## src/rtl/matrix_reader.sv

```systemverilog
// matrix_reader: read-side engine for a 256x32 matrix store.
// Given a base address and row/column counts, walks the elements in row-major
// order and presents them one at a time with valid/ready handshaking plus
// row/column tags. Never writes the store.
//
// Ports:
//   clk, rst               clock (rising edge), asynchronous active-high reset
//   start                  one-cycle request, only looked at while idle
//   base_addr, rows, cols  matrix location and shape, latched on acceptance
//   st_addr / st_data      registered read address, combinational read data
//   out_data/out_row/out_col  current element and its indices
//   out_valid / out_ready  element handshake
//   out_eol / out_last     end of row / final element, qualified by out_valid
//   busy                   high while fetching or holding an element
//   done                   one-cycle pulse after the final element is accepted
//   err                    one-cycle pulse when a start request is rejected
module matrix_reader #(
    parameter int unsigned ADDR_W  = 8,
    parameter int unsigned DATA_W  = 32,
    parameter int unsigned DIM_W   = 3,
    parameter int unsigned MAX_DIM = 5
) (
    input  logic              clk,
    input  logic              rst,
    input  logic              start,
    input  logic [ADDR_W-1:0] base_addr,
    input  logic [DIM_W-1:0]  rows,
    input  logic [DIM_W-1:0]  cols,
    output logic [ADDR_W-1:0] st_addr,
    input  logic [DATA_W-1:0] st_data,
    output logic [DATA_W-1:0] out_data,
    output logic [DIM_W-1:0]  out_row,
    output logic [DIM_W-1:0]  out_col,
    output logic              out_valid,
    input  logic              out_ready,
    output logic              out_eol,
    output logic              out_last,
    output logic              busy,
    output logic              done,
    output logic              err
);

    typedef enum logic [1:0] {StIdle, StFetch, StHold, StDone} state_e;

    // One extra bit so the end-address check cannot wrap.
    localparam int unsigned EXT_W = ADDR_W + 1;
    localparam logic [DIM_W-1:0]  DimOne  = DIM_W'(1);
    localparam logic [DIM_W-1:0]  MaxDim  = DIM_W'(MAX_DIM);
    localparam logic [ADDR_W-1:0] AddrOne = ADDR_W'(1);

    state_e            state_q, state_d;
    logic [ADDR_W-1:0] addr_q, addr_d;
    logic [DIM_W-1:0]  row_q, row_d;
    logic [DIM_W-1:0]  col_q, col_d;
    logic [DIM_W-1:0]  rows_q, rows_d;
    logic [DIM_W-1:0]  cols_q, cols_d;
    logic [DATA_W-1:0] data_q, data_d;
    logic [DIM_W-1:0]  orow_q, orow_d;
    logic [DIM_W-1:0]  ocol_q, ocol_d;
    logic              valid_q, valid_d;
    logic              done_q, done_d;
    logic              err_q, err_d;

    logic [EXT_W-1:0]  end_addr;
    logic              dims_ok;
    logic              range_ok;
    logic              at_eol;
    logic              at_last;

    always_comb begin
        dims_ok  = (rows != '0) && (rows <= MaxDim) && (cols != '0) && (cols <= MaxDim);
        end_addr = {1'b0, base_addr} + (EXT_W'(rows) * EXT_W'(cols)) - EXT_W'(1);
        range_ok = ~end_addr[ADDR_W];
        at_eol   = (col_q == cols_q - DimOne);
        at_last  = at_eol && (row_q == rows_q - DimOne);
    end

    always_comb begin
        state_d = state_q;
        addr_d  = addr_q;
        row_d   = row_q;
        col_d   = col_q;
        rows_d  = rows_q;
        cols_d  = cols_q;
        data_d  = data_q;
        orow_d  = orow_q;
        ocol_d  = ocol_q;
        valid_d = valid_q;
        done_d  = 1'b0;
        err_d   = 1'b0;

        unique case (state_q)
            StIdle: begin
                if (start) begin
                    if (dims_ok && range_ok) begin
                        rows_d  = rows;
                        cols_d  = cols;
                        addr_d  = base_addr;
                        row_d   = '0;
                        col_d   = '0;
                        state_d = StFetch;
                    end else begin
                        err_d = 1'b1;
                    end
                end
            end
            StFetch: begin
                // st_data is combinational from the address registered last cycle.
                data_d  = st_data;
                orow_d  = row_q;
                ocol_d  = col_q;
                valid_d = 1'b1;
                state_d = StHold;
            end
            StHold: begin
                if (out_ready) begin
                    valid_d = 1'b0;
                    if (at_last) begin
                        done_d  = 1'b1;
                        state_d = StDone;
                    end else begin
                        addr_d = addr_q + AddrOne;
                        if (at_eol) begin
                            col_d = '0;
                            row_d = row_q + DimOne;
                        end else begin
                            col_d = col_q + DimOne;
                        end
                        state_d = StFetch;
                    end
                end
            end
            StDone: begin
                state_d = StIdle;
            end
            default: begin
                state_d = StIdle;
            end
        endcase
    end

    always_ff @(posedge clk or posedge rst) begin
        if (rst) begin
            state_q <= StIdle;
            addr_q  <= '0;
            row_q   <= '0;
            col_q   <= '0;
            rows_q  <= '0;
            cols_q  <= '0;
            data_q  <= '0;
            orow_q  <= '0;
            ocol_q  <= '0;
            valid_q <= 1'b0;
            done_q  <= 1'b0;
            err_q   <= 1'b0;
        end else begin
            state_q <= state_d;
            addr_q  <= addr_d;
            row_q   <= row_d;
            col_q   <= col_d;
            rows_q  <= rows_d;
            cols_q  <= cols_d;
            data_q  <= data_d;
            orow_q  <= orow_d;
            ocol_q  <= ocol_d;
            valid_q <= valid_d;
            done_q  <= done_d;
            err_q   <= err_d;
        end
    end

    assign st_addr   = addr_q;
    assign out_data  = data_q;
    assign out_row   = orow_q;
    assign out_col   = ocol_q;
    assign out_valid = valid_q;
    assign out_eol   = valid_q && (ocol_q == cols_q - DimOne);
    assign out_last  = out_eol && (orow_q == rows_q - DimOne);
    assign busy      = (state_q == StFetch) || (state_q == StHold);
    assign done      = done_q;
    assign err       = err_q;

endmodule

```

## config.mk

```make
export PLATFORM = sky130hd
export DESIGN_NAME = matrix_reader
export DESIGN_NICKNAME = d
export VERILOG_FILES = /design/src/rtl/matrix_reader.sv
export SDC_FILE = /design/constraint.sdc
export NUM_CORES = 1
export LEC_CHECK = 0
export ABC_CLOCK_PERIOD_IN_PS = 2500
export CORE_ASPECT_RATIO = 1.25
export CORE_UTILIZATION = 48
export DETAILED_ROUTE_END_ITERATION = 12
export PLACE_DENSITY_LB_ADDON = 0.2
export SYNTH_ARGS = -nofsm -noshare
export SYNTH_HDL_FRONTEND = slang
export SYNTH_SLANG_ARGS = --single-unit
```

## constraint.sdc

```tcl
create_clock -name clk -period 2.5 [get_ports clk]
set_input_delay 0.5 -clock clk [delete_from_list [all_inputs] [get_ports clk]]
set_output_delay 0.5 -clock clk [all_outputs]
set_load 0.01 [all_outputs]
```

==> flow_summary.json <==
{
  "worst_pin_slew_ns": 0.577,
  "syn_nets": 374,
  "drc": 0,
  "final_common_cell": "clkdlybuf4s50_1",
  "start_util_pct": 49.5,
  "cts_buffer_depth": 2,
  "vias": 2858,
  "drive_above_1_share_pct": 31.6,
  "clock_sinks": 63,
  "syn_area_per_cell_um2": 11.6,
  "required_ns": 2.72,
  "portBuffers": 101,
  "maxCapViolCount": 0,
  "syn_inst": 297,
  "finalCriticalPeriod_ns": 3.58,
  "first_iter_violations": 98,
  "maxSlewHeadroom_pct": 61.1,
  "hp-class": "in -> async",
  "cts_root_buf": "clkbuf_8",
  "drtAntennaViolNets": 0,
  "violations": "setup timing",
  "first_global_vias": 2950,
  "ys_top_cells_by_area": "dfrtp_1, mux2_2, ha_1",
  "rows": 34,
  "crit_path_top_delay_cell": "fa_1",
  "io_pins": 102,
  "grt_use_met1_pct": 26.9,
  "diodes": 0,
  "slew_viol_final": 0,
  "finClkSkew_ns": 0.00486,
  "mostFrequentLayoutCells": "clkdlybuf4s50_1, dfrtp_1, mux2_2, buf_4, inv_1",
  "final_nets": 516,
  "outcome": "complete, but fails checks",
  "grt_max_degree": 32,
  "max_freq_mhz": 279,
  "place_area_um2": 4900,
  "start_kind": "primary input",
  "cp_max_fo": 6,
  "rsz0062_at_grt": "yes",
  "grt.busiest_layer": "met2",
  "dpl.hpwl_um": 6110,
  "setup_viol": 23,
  "core_um2": 6980,
  "wl_per_cell_um": 15.7,
  "synth.largest_area_cell": "dfrtp_1",
  "grt_util_met3_pct": 3.87,
  "timing.final.ws_setup_ns": -1.08,
  "htreeDepth": 3,
  "dieHeight_um": 96.9,
  "totalWireLength_um": 8360,
  "async_reset_ff_share_pct": 100,
  "power.density_nw_per_um2": 1180,
  "dp.cells": 514,
  "fin_cells": 533,
  "final_area_um2": 5300,
  "ys_warn_count": 0,
  "via_per_inst": 5.36,
  "yosysSeqAreaShare_pct": 45.6,
  "track_usage_pct": 23.3,
  "cp.arrival_ns": 3.80,
  "grt.met2_usage_pct": 41.5,
  "numCtsBuffers": 9,
  "die_width_um": 77.9,
  "die-area_um2": 7540,
  "place_congestion": 0.833,
  "ys_ff_latch": 63,
  "end_kind": "flip-flop",
  "synth_edf_count": 0,
  "crit_buf_inv": 3,
  "slowest_delay_ns": 0.54,
  "overflow": 0,
  "syn_to_final_growth_pct": 53.5,
  "clkTransAtPathRegs_ns": 0.07,
  "path_class": "in -> reg",
  "crit_top_cell": "fa_1",
  "synth_area_um2": 3450,
  "path_delay_family": "adder cells",
  "grt_pass1_wl_um": 13600,
  "finalCritPeriodShare_pct": 143,
  "crit_chain": "buf_12 > nand2_8 > ha_4 > fa_1 > inv_2 > fa_1 > ha_1 > and4b_1 > a221o_1 > buf_6 > a21oi_4 > xnor2_2 > or3_4 > mux2_4",
  "antenna_found_initial": 0,
  "synthFlopType": "dfrtp_1",
  "hold_viol_final": 0,
  "p_leak_uw": 0.00241,
  "synth_top_area_share_pct": 45.6,
  "ir_worst_vdd_mv": 0.599,
  "cts_tree": "done",
  "fillers": 490,
  "clk_latency_ns": 0.34,
  "dr.pass1.iters": 4,
  "synth_cell_types": 54
}
[power by group]
group	internal (uW)	leakage [uW]	total [uW]	switching (uW)
clock	481	0.0000944	868	387
combinational	2020	0.00155	3570	1550
sequential	1480	0.000766	1840	357
total	3980	0.00241	6280	2300
[synthesized netlist by cell type (2+ instances only)]
cell       instances
o22a_1             2
nand3_1            9
dfrtp_1           63
mux2_4             6
o21ai_0            5
nor2_1            11
o31ai_1            2
and3_1             2
nor3_1             3
nand2_1           21
a31oi_1            2
a21oi_1            7
inv_1             28
o21ai_1            6
a2bb2oi_1          5
buf_6              2
or3_1              3
ha_1              22
fa_1               5
clkbuf_1           5
and4_1             2
o22ai_1            4
mux2_2            38
xnor2_1            6
xor2_1             9
[metal layers]
layer | wire, um | part of all wire (%)
met5 | 0 | 0
met4 | 203 | 2.4
met3 | 412 | 4.9
met2 | 4480 | 54
met1 | 3260 | 39
[layout make-up]
type | count | area (um2) | share of cell area [%]
Clock inverter | 5 | 58.8 | 1.11
Multi-Input combinational cell | 196 | 1930 | 36.4
Tap cell | 90 | 113 | 2.12
Timing Repair Buffer | 140 | 1380 | 26.0
Inverter | 29 | 109 | 2.05
Clock buffer | 10 | 138 | 2.60
Sequential cell | 63 | 1580 | 29.7
[worst reg2reg max path, delay by kind of cell (launching register included)]
kind | cells | cell delay (ns)
and+or+nand+nor | 1 | 0.26
buffers and inverters | 3 | 0.66
AOI/OAI and AO/OA | 4 | 0.63
adders and majority gates | 1 | 0.32
DFF | 1 | 0.41
[flip-flops by register name (all words and copies together), names as in the netlist, 2 cells and up]
register,count
out_data,32
st_addr,8
col_q,3
cols_q,3
out_col,3
out_row,3
row_q,3
rows_q,3
state_q,2
[per-stage QoR]
stage / util (%) / setup slack [ns] / TNS, ns / hold WS, ns / total power, uW
CTS: 74.2 / -1.15 / -25.27 / 0.435 / 6090
global route: 76.0 / -1.15 / -24.43 / 0.451 / 6680
floorplan: - / -1.24 / -24.68 / 0.481 / 3630
global placement: 70.2 / -1.95 / -42.54 / 0.488 / 5000
finish: 76.0 / -1.08 / -22.71 / 0.439 / 6280
detailed placement: 70.2 / -2.02 / -44.35 / 0.494 / 5090
[path summary, 6_finish.rpt]
| kind | endpoint | slack, ns | start | cells past startpoint |
|---|---|---|---|---|
| worst min-delay path | out_data[23] | 0.44 | rst | 2 |
| min in group clk | cols_q[2] | 0.50 | cols[2] | 3 |
| worst max register to register | st_addr[3] | 0.11 | state_q[0] | 9 |
| worst min register to register | out_data[9] | 0.51 | out_data[9] | 1 |
| max in group asynchronous | out_data[10] | 1.51 | rst | 3 |
| worst max-delay path | rows_q[0] | -1.08 | cols[1] | 14 |
[cells by family after synthesis]
| logic type | share of synthesized area [%] |
|---|---|
| DFF | 45.6 |
| and+or+nand+nor | 8.51 |
| AOI/OAI and AO/OA | 10.6 |
| muxes | 15.3 |
| buffers and inverters | 4.60 |
| adders and majority gates | 10.9 |
| xor gates and xnor gates | 4.45 |
[what timing repair did]
item | CTS | global route
hold buffers | 0 | 0
setup endpoints to repair | 25 | 24
pin swaps | 14 | 21
setup buffers | 4 | 1
hold endpoints to repair | 0 | 0
resized for setup | 34 | 35
No activity file was read; power rests on OpenSTA's default activity.
